<file path="config.mk">
export PLATFORM = sky130hd
export DESIGN_NAME = checkout_register
export DESIGN_NICKNAME = d
export VERILOG_FILES = /design/src/rtl/checkout_register.sv
export SDC_FILE = /design/constraint.sdc
export NUM_CORES = 1
export LEC_CHECK = 0
export ABC_AREA = 1
export CAP_MARGIN = 10
export CORE_MARGIN = 2
export CORE_UTILIZATION = 57
export DETAILED_ROUTE_END_ITERATION = 8
export DONT_BUFFER_PORTS = 1
export PLACE_DENSITY = 0.82
export SLEW_MARGIN = 20
export SYNTH_ARGS = -nofsm -noshare
export SYNTH_HDL_FRONTEND = slang
export SYNTH_SLANG_ARGS = --single-unit
</file>
<file path="constraint.sdc">
create_clock -name clk -period 5.62 [get_ports clk]
set_input_delay 0 -clock clk [delete_from_list [all_inputs] [get_ports clk]]
set_output_delay 0 -clock clk [all_outputs]
set_load 0.03 [all_outputs]
</file>
<file path="src/rtl/checkout_register.sv">
// Point-of-sale checkout register: classifies scanned UPC codes, keeps a saturating
// price total and item count, and shows the total on active-low 7-segment digits.
module checkout_register #(
   parameter int DIGITS = 4,
   parameter int CNT_W  = 4
) (
   input  logic                clk,
   input  logic                reset,
   input  logic [3:0]          upc,
   input  logic                scan,
   input  logic                clear,
   output logic [7*DIGITS-1:0] hex,
   output logic [CNT_W-1:0]    count,
   output logic                alarm,
   output logic                discount,
   output logic                err,
   output logic                busy
);

   localparam int MAX_TOTAL = 10**DIGITS - 1;
   localparam int TOTAL_W   = $clog2(10**DIGITS);
   localparam int BCD_W     = 4 * DIGITS;
   localparam int ITER_W    = $clog2(TOTAL_W + 1);
   localparam logic [ITER_W-1:0] LAST_ITER = ITER_W'(TOTAL_W - 1);

   typedef enum logic [1:0] {IDLE, LOOKUP, ADD, CONV} state_t;

   function automatic int item_price(input logic [2:0] item);
      case (item)
         3'b000:  return 25;
         3'b001:  return 12;
         3'b011:  return 40;
         3'b100:  return 3;
         3'b101:  return 60;
         3'b110:  return 8;
         default: return 0;
      endcase
   endfunction

   function automatic logic is_invalid(input logic [3:0] code);
      return (code[2:0] == 3'b010) || (code[2:0] == 3'b111);
   endfunction

   function automatic logic is_stolen(input logic [3:0] code);
      return ~code[3] & ((code[0] & ~code[1]) | (~code[0] & ~code[2]));
   endfunction

   function automatic logic is_discounted(input logic [3:0] code);
      return code[1] | (code[0] & code[2]);
   endfunction

   function automatic logic [6:0] seg7(input logic [3:0] digit);
      case (digit)
         4'd0:    return 7'b1000000;
         4'd1:    return 7'b1111001;
         4'd2:    return 7'b0100100;
         4'd3:    return 7'b0110000;
         4'd4:    return 7'b0011001;
         4'd5:    return 7'b0010010;
         4'd6:    return 7'b0000010;
         4'd7:    return 7'b1111000;
         4'd8:    return 7'b0000000;
         4'd9:    return 7'b0010000;
         default: return 7'b1111111;
      endcase
   endfunction

   // Leading zero digits are blanked from the top down; digit 0 is always lit.
   function automatic logic [7*DIGITS-1:0] encode(input logic [BCD_W-1:0] bcd);
      logic [7*DIGITS-1:0] res;
      logic                lead;
      res  = '1;
      lead = 1'b1;
      for (int i = DIGITS - 1; i >= 0; i--) begin
         if (lead && (i != 0) && (bcd[4*i +: 4] == 4'd0)) begin
            res[7*i +: 7] = 7'b1111111;
         end else begin
            lead          = 1'b0;
            res[7*i +: 7] = seg7(bcd[4*i +: 4]);
         end
      end
      return res;
   endfunction

   // One double-dabble step: add 3 to every digit >= 5, then shift in the next binary bit.
   function automatic logic [BCD_W-1:0] dabble(input logic [BCD_W-1:0] bcd, input logic in_bit);
      logic [BCD_W-1:0] adj;
      adj = bcd;
      for (int i = 0; i < DIGITS; i++) begin
         if (adj[4*i +: 4] >= 4'd5) adj[4*i +: 4] = adj[4*i +: 4] + 4'd3;
      end
      return {adj[BCD_W-2:0], in_bit};
   endfunction

   localparam logic [7*DIGITS-1:0] HEX_ZERO = encode('0);

   state_t              state_q, state_d;
   logic [3:0]          upc_q, upc_d;
   logic [TOTAL_W-1:0]  total_q, total_d;
   logic [TOTAL_W-1:0]  bin_q, bin_d;
   logic [BCD_W-1:0]    bcd_q, bcd_d;
   logic [ITER_W-1:0]   iter_q, iter_d;
   logic [7*DIGITS-1:0] hex_q, hex_d;
   logic [CNT_W-1:0]    count_q, count_d;
   logic                alarm_q, alarm_d;
   logic                discount_q, discount_d;
   logic                err_q, err_d;
   logic                busy_q, busy_d;
   logic                scan_q, scan_d;
   logic [BCD_W-1:0]    bcd_step;
   int                  price;
   int                  sum;

   always_comb begin
      // NOTE: every variable gets a default before the case so no path leaves one unassigned (no latches).
      state_d    = state_q;
      upc_d      = upc_q;
      total_d    = total_q;
      bin_d      = bin_q;
      bcd_d      = bcd_q;
      iter_d     = iter_q;
      hex_d      = hex_q;
      count_d    = count_q;
      alarm_d    = alarm_q;
      discount_d = discount_q;
      err_d      = 1'b0;
      busy_d     = busy_q;
      scan_d     = scan;
      price      = 0;
      sum        = 0;
      bcd_step   = dabble(bcd_q, bin_q[TOTAL_W-1]);

      if (clear) begin
         state_d    = IDLE;
         total_d    = '0;
         count_d    = '0;
         alarm_d    = 1'b0;
         discount_d = 1'b0;
         hex_d      = HEX_ZERO;
         busy_d     = 1'b0;
      end else begin
         case (state_q)
            IDLE: begin
               if (scan & ~scan_q) begin
                  upc_d   = upc;
                  state_d = LOOKUP;
                  busy_d  = 1'b1;
               end
            end
            LOOKUP: begin
               if (is_invalid(upc_q))     err_d      = 1'b1;
               else if (is_stolen(upc_q)) alarm_d    = 1'b1;
               else                       discount_d = is_discounted(upc_q);
               state_d = ADD;
            end
            ADD: begin
               if (!is_invalid(upc_q) && !is_stolen(upc_q)) begin
                  price   = is_discounted(upc_q) ? (item_price(upc_q[2:0]) >> 1)
                                                 : item_price(upc_q[2:0]);
                  sum     = int'(total_q) + price;
                  total_d = (sum > MAX_TOTAL) ? TOTAL_W'(MAX_TOTAL) : TOTAL_W'(sum);
                  count_d = (&count_q) ? count_q : count_q + CNT_W'(1);
               end
               bin_d   = total_d;
               bcd_d   = '0;
               iter_d  = '0;
               state_d = CONV;
            end
            CONV: begin
               bcd_d  = bcd_step;
               bin_d  = bin_q << 1;
               iter_d = iter_q + ITER_W'(1);
               if (iter_q == LAST_ITER) begin
                  hex_d   = encode(bcd_step);
                  busy_d  = 1'b0;
                  state_d = IDLE;
               end
            end
            default: state_d = IDLE;
         endcase
      end
   end

   always_ff @(posedge clk) begin
      // NOTE: non-blocking assignments so every flop samples the pre-edge values.
      if (reset) begin
         state_q    <= IDLE;
         upc_q      <= '0;
         total_q    <= '0;
         bin_q      <= '0;
         bcd_q      <= '0;
         iter_q     <= '0;
         hex_q      <= HEX_ZERO;
         count_q    <= '0;
         alarm_q    <= 1'b0;
         discount_q <= 1'b0;
         err_q      <= 1'b0;
         busy_q     <= 1'b0;
         scan_q     <= 1'b0;
      end else begin
         state_q    <= state_d;
         upc_q      <= upc_d;
         total_q    <= total_d;
         bin_q      <= bin_d;
         bcd_q      <= bcd_d;
         iter_q     <= iter_d;
         hex_q      <= hex_d;
         count_q    <= count_d;
         alarm_q    <= alarm_d;
         discount_q <= discount_d;
         err_q      <= err_d;
         busy_q     <= busy_d;
         scan_q     <= scan_d;
      end
   end

   assign hex      = hex_q;
   assign count    = count_q;
   assign alarm    = alarm_q;
   assign discount = discount_q;
   assign err      = err_q;
   assign busy     = busy_q;

endmodule
</file>
Word-level counts from Yosys, hierarchy flattened --
Memories as Yosys holds them, arrays and structs flattened. A register that Yosys moved wholly into a read port is not among the register bits. Index checks and enable logic that the tools add are counted.
Word-level totals: flip-flop bits (word level) 91, word-level logic and storage cells 115, input bits 8, memories kept 4, memory bits (read-only) 448, output and inout bits 36
Memory list:
- (no name shown) | depth 16, width 7, rd ports 1, clocked after Yosys merged registers in 0, write ports 0, RTL line 53 | case (digit)
- (no name shown) | depth 16, width 7, rd ports 1, clocked after Yosys merged registers in 0, write ports 0, RTL line 53
- (no name shown) | depth 16, width 7, rd ports 1, clocked after Yosys merged registers in 0, write ports 0, RTL line 53
- (no name shown) | depth 16, width 7, rd ports 1, clocked after Yosys merged registers in 1, write ports 0, RTL line 53
Cells by class: multiplexer cells 32, equal/unequal tests 13, reduce and logical (&&, ||, !) cells 24, order comparisons 5, add/subtract/negate cells 7, bitwise operators 17
Operator list (number):
- $mux W32 | 4
- $pmux W6 S6 | 1
- $add A15 B32 Y32 | 1
- $gt A32 B15 Y1 const B | 1
- $pmux W16 S2 | 1
- $mux W14 | 2
- $pmux W14 S2 | 1
- $mux W7 | 3
- $ge A4 B3 Y1 const B | 4
- $reduce_and A3 Y1 | 5
- $add A4 B2 Y4 const B | 3
- $eq A3 B3 Y1 const B | 4
- $logic_not A4 Y1 | 3
- $mux W4 | 3
- $mux W1 | 11
- $not A1 Y1 | 10
- $add A4 B1 Y4 const B | 2
- $pmux W2 S4 | 1
- $pmux W4 S2 | 1
- $eq A3 B2 Y1 const B | 2
- $reduce_and A2 Y1 | 3
- $and A1 B1 Y1 | 5
- $eq A2 B2 Y1 const B | 2
- $eq A4 B4 Y1 const B | 1
- other kinds (17) | 24

Longest topological paths before layout --
depth in word-level cells 15, gate-level depth with buffers 21, mapped depth without buffers 20

Least setup slack after synthesis --
Ideal clock, no wire load.
path type reg-to-reg, from register upc_q[1], to register total_q[2], data arrival time 2.352 ns, path buffers 1, slack 3.154 ns, library setup time 0.113 ns, clock period less this slack 2.466 ns, data required time 5.507 ns, stages on the path, launching flop included 20, cells stage by stage dfxtp_1 -> nor2_1 -> ha_1 -> inv_1 -> fa_1 -> inv_1 -> nand3_1 -> nand3_1 -> nand2_1 -> nand2_1 -> nand2_1 -> nand2_2 -> nand2_4 -> a21oi_4 -> nand2_2 -> inv_2 -> buf_6 -> nand2_2 -> o21ai_1 -> inv_1
Between the ends: word-level cells in the longest chain between the ends 10, elaborated cells between the ends (all ways) 26, classes of those cells add/sub (1); order compare (1); eq/ne (7); mux (7); bitwise (5); reduce/logical (5)
RTL lines:
- from (decl) | RTL line 98 | logic [3:0] upc_q, upc_d;
- from (signal assigned) | RTL line 202 | upc_q <= upc_d;
- $eq A3 B3 Y1, or another cell as far along | RTL line 29 | case (item)
- $pmux W6 S6 | RTL line 29
- $mux W32 | RTL line 157 | if (!is_invalid(upc_q) && !is_stolen(upc_q)) begin
- $mux W32 | RTL line 142 | case (state_q)
- $mux W32 | RTL line 133 | if (clear) begin
- $mux W32 | RTL line 158 | price = is_discounted(upc_q) ? (item_price(upc_q[2:0]) >> 1)
- $add A15 B32 Y32 | RTL line 160 | sum = int'(total_q) + price;
- $gt A32 B15 Y1 | RTL line 161 | total_d = (sum > MAX_TOTAL) ? TOTAL_W'(MAX_TOTAL) : TOTAL_W'(sum);
- $mux W14 | RTL line 161
- $mux W14 * | RTL line 157
- to (signal assigned) | RTL line 203 | total_q <= total_d;
- to (decl) | RTL line 99 | logic [TOTAL_W-1:0] total_q, total_d;
Every way passes the cells marked *; elsewhere a longest branch is shown, timed or not. The select of a mux whose other input is x is not followed. A chain may end at the register's enable or synchronous reset.

Worst setup path after layout --
from register state_q[0], to register bin_q[10]
Between the ends: word-level cells in the longest chain between the ends 3, elaborated cells between the ends (all ways) 5, classes of those cells eq/ne (2); mux (1); reduce/logical (2)
RTL lines:
- from (decl) | RTL line 97 | state_t state_q, state_d;
- from (signal assigned) | RTL line 201 | state_q <= state_d;
- $eq A2 B2 Y1 | RTL line 142
- $reduce_bool A2 Y1 (no line)
- $reduce_and A2 Y1 (no line)
- to (signal assigned) | RTL line 204 | bin_q <= bin_d;
- to (decl) | RTL line 100 | logic [TOTAL_W-1:0] bin_q, bin_d;
Parallel ways exist; a longest one is shown, timed or not.

==> impl_metrics.json <==
{
  "grt_pass1_vias": 4523,
  "ys_seq_area_share_pct": 32.84,
  "clkSinkCount": 91,
  "cts-root-buf": "clkbuf_8",
  "fin_area_um2": 5952,
  "tightest_slew_ns": 0.9504,
  "nNetsFinal": 880,
  "layout_common_cells": "nand2_1 (189), inv_1 (124), a21oi_1 (99)",
  "layout_setup_ws_ns": 1.580,
  "postCtsResizedCells": 0,
  "r2r_slack_ns": 1.58,
  "p_leak_nw": 2.614,
  "antenna_found_initial": 0,
  "clk_pin_slew_ns": 0.09,
  "cp.required_ns": 5.93,
  "num_rows": 36,
  "r2r_start": "state_q[0]",
  "die_h_um": 102.7,
  "crit_chain": "inv_1 -> ha_1 -> clkinv_1 -> a21oi_1 -> inv_1 -> nor2_1 -> buf_4 -> inv_1 -> o22ai_1 -> inv_1 -> a21oi_2 -> dlygate4sd3_1",
  "grt.overflow.total": 0,
  "dieArea_um2": 10540,
  "synth_area_um2": 5548,
  "placed_cell_area_um2": 5640,
  "synth.ff_latch_count": 91,
  "grt_usage_pct": 24.68,
  "yosysUniqueCellTypes": 41,
  "initial_core_util_pct": 57.82,
  "grt_max_degree": 35,
  "grt_pass1_wl_um": 20810,
  "syn_nets": 881,
  "clk_latency_ns": 0.36,
  "slew_headroom_pct": 36.57,
  "viasPerCell": 5.275,
  "drc": 0,
  "worst-path-buf-inv": 7,
  "crit_top_cell": "inv_1",
  "place_hpwl_um": 9162,
  "pwr_density_cell_nw_per_um2": 208.3,
  "post-route-util_pct": 62.04,
  "drtIter0Drc": 279,
  "async_flop_share_pct": 0,
  "die_w_um": 102.7,
  "layout_commonest_cell": "nand2_1",
  "post-place-ws_ns": 2.153,
  "worstSetupPathType": "flop to flop",
  "tns_ns": 0,
  "postCtsHoldBufs": 9,
  "hold_start": "clear",
  "diodes": 0,
  "ant_nets": 0,
  "ff2ff_path_depth": 12,
  "whs_ns": 0.03463,
  "max_freq_mhz": 247.5,
  "status": "finished clean",
  "whs_path_depth": 4,
  "layoutNonFillerInstCount": 967,
  "core_um2": 9594,
  "power_mw": 1.240,
  "hold_viol_final": 0,
  "worstPathArrival_ns": 4.35,
  "postSynthCellCount": 830,
  "cts_tree": "yes",
  "critPathLaunchType": "flop",
  "cp_slowest_stage_delay_ns": 0.69,
  "yosys_warnings": 0,
  "vias": 5101,
  "cp_max_fo": 33,
  "fin_skew_ns": 0.006820,
  "cp.depth": 12,
  "io-pin-count": 44,
  "cts_inserted_buffers": 9,
  "area_growth_pct": 7.285,
  "worstReg2RegEnd": "bin_q[10]",
  "synth_edf_count": 0,
  "final-setup-viol-count": 0,
  "syn_area_per_cell_um2": 6.684,
  "rsz0062_at_grt": "no",
  "ir_drop_mv": 0.1710,
  "synthFlopType": "dfxtp_1",
  "min_path_type": "input port to flop",
  "port_buffers": 0,
  "slew_violations": 0,
  "cts_buffer_depth": 2,
  "drive_gt1_share_pct": 6.715,
  "gp_congestion": 0.9049,
  "placed_cells": 942,
  "fin_crit_sh_pct": 71.89,
  "layout_min_cycle_time_ns": 4.040,
  "end_kind": "flop",
  "post_cts_buffers": 0,
  "wl_um": 12510,
  "min_delay_worst_endpoint": "iter_q[2]",
  "critical-path-top-delay-family": "buffers and inverters",
  "htreeDepth": 3,
  "crit_slowest_cell": "a21oi_1",
  "drt-wirelength-per-cell_um": 12.93,
  "drv_cap": 0,
  "dr.pass1.iters": 5
}
worst register-to-register path: stages, from the launching register on:
cell	delay (ns)
dfxtp_1	0.34
inv_1	0.10
ha_1	0.36
clkinv_1	0.33
a21oi_1	0.69
inv_1	0.66
nor2_1	0.23
buf_4	0.26
inv_1	0.15
o22ai_1	0.13
inv_1	0.07
a21oi_2	0.11
dlygate4sd3_1	0.54
synth_stat cells (3+ instances only):
master    count  area [um2]
inv_2         5       18.77
nor2_2        3       18.77
xor2_1        9       78.83
ha_1         42       525.5
dfxtp_1      91        1822
inv_1       124       465.5
nor3_1        6       30.03
buf_2         4       20.02
o22ai_1      12       75.07
clkbuf_1     20       75.07
a22oi_1       4       30.03
or2_2         3       18.77
o21ai_0      55       275.3
o211ai_1      3       22.52
nand3_1      45       225.2
nand4_1       7       43.79
a21oi_1      99       495.5
nor2_1       58       217.7
nand2_1     189       709.4
o21ai_1      10       50.05
nand2_2      14       87.58
flip-flops by register name, indices dropped and copies added (netlist names), 2 cells and up:
signal,count
state_q,2
iter_q,4
bcd_q,16
bin_q,14
upc_q,4
hex,28
count,4
total_q,14
worst max-delay path by stage:
stage | startpoint | endpoint
floorplan | upc_q[1] | total_q[2]
global placement | state_q[0] | bin_q[2]
detailed placement | state_q[0] | bin_q[3]
CTS | state_q[0] | bin_q[10]
global route | state_q[0] | bin_q[10]
finish | state_q[0] | bin_q[10]
cell families (layout without fill, tap and decap cells):
group / after synthesis / count (layout) / synth area share [%]
AOI/OAI and AO/OA: 194 / 194 / 18.85
other: 1 / 1 / 0.06759
xor gates and xnor gates: 11 / 11 / 1.737
adders and majority gates: 43 / 43 / 9.833
buffers and inverters: 156 / 160 / 10.78
and+or+nand+nor: 334 / 334 / 25.89
DFF: 91 / 91 / 32.84
per-layer routing:
layer / up-vias / part of all wire (%) / routed length [um] / track usage (%)
met4: 0 / 1.5 / 193 / 6.872
met3: 16 / 5.1 / 639 / 5.220
met5: - / 0 / 0 / 0
met1: 2287 / 47 / 5824 / 33.59
met2: 128 / 47 / 5847 / 39.77
li1: 2670 / - / - / -
area by class of cell:
type | count | area (um2)
clock inverter | 5 | 60.06
timing repair buffer | 13 | 130.1
multi-input combinational | 583 | 3131
tap | 133 | 166.4
inverter | 131 | 491.7
fill | 864 | 3642
sequential | 91 | 1822
clock buffer | 11 | 151.4
power by group:
group / switching, mW / internal [mW] / leakage [nW]
logic: 0.0784 / 0.0352 / 1.77
registers: 0.00652 / 0.651 / 0.735
clock network: 0.237 / 0.232 / 0.106
total: 0.322 / 0.917 / 2.61
Power figures use the tool's default switching activity.
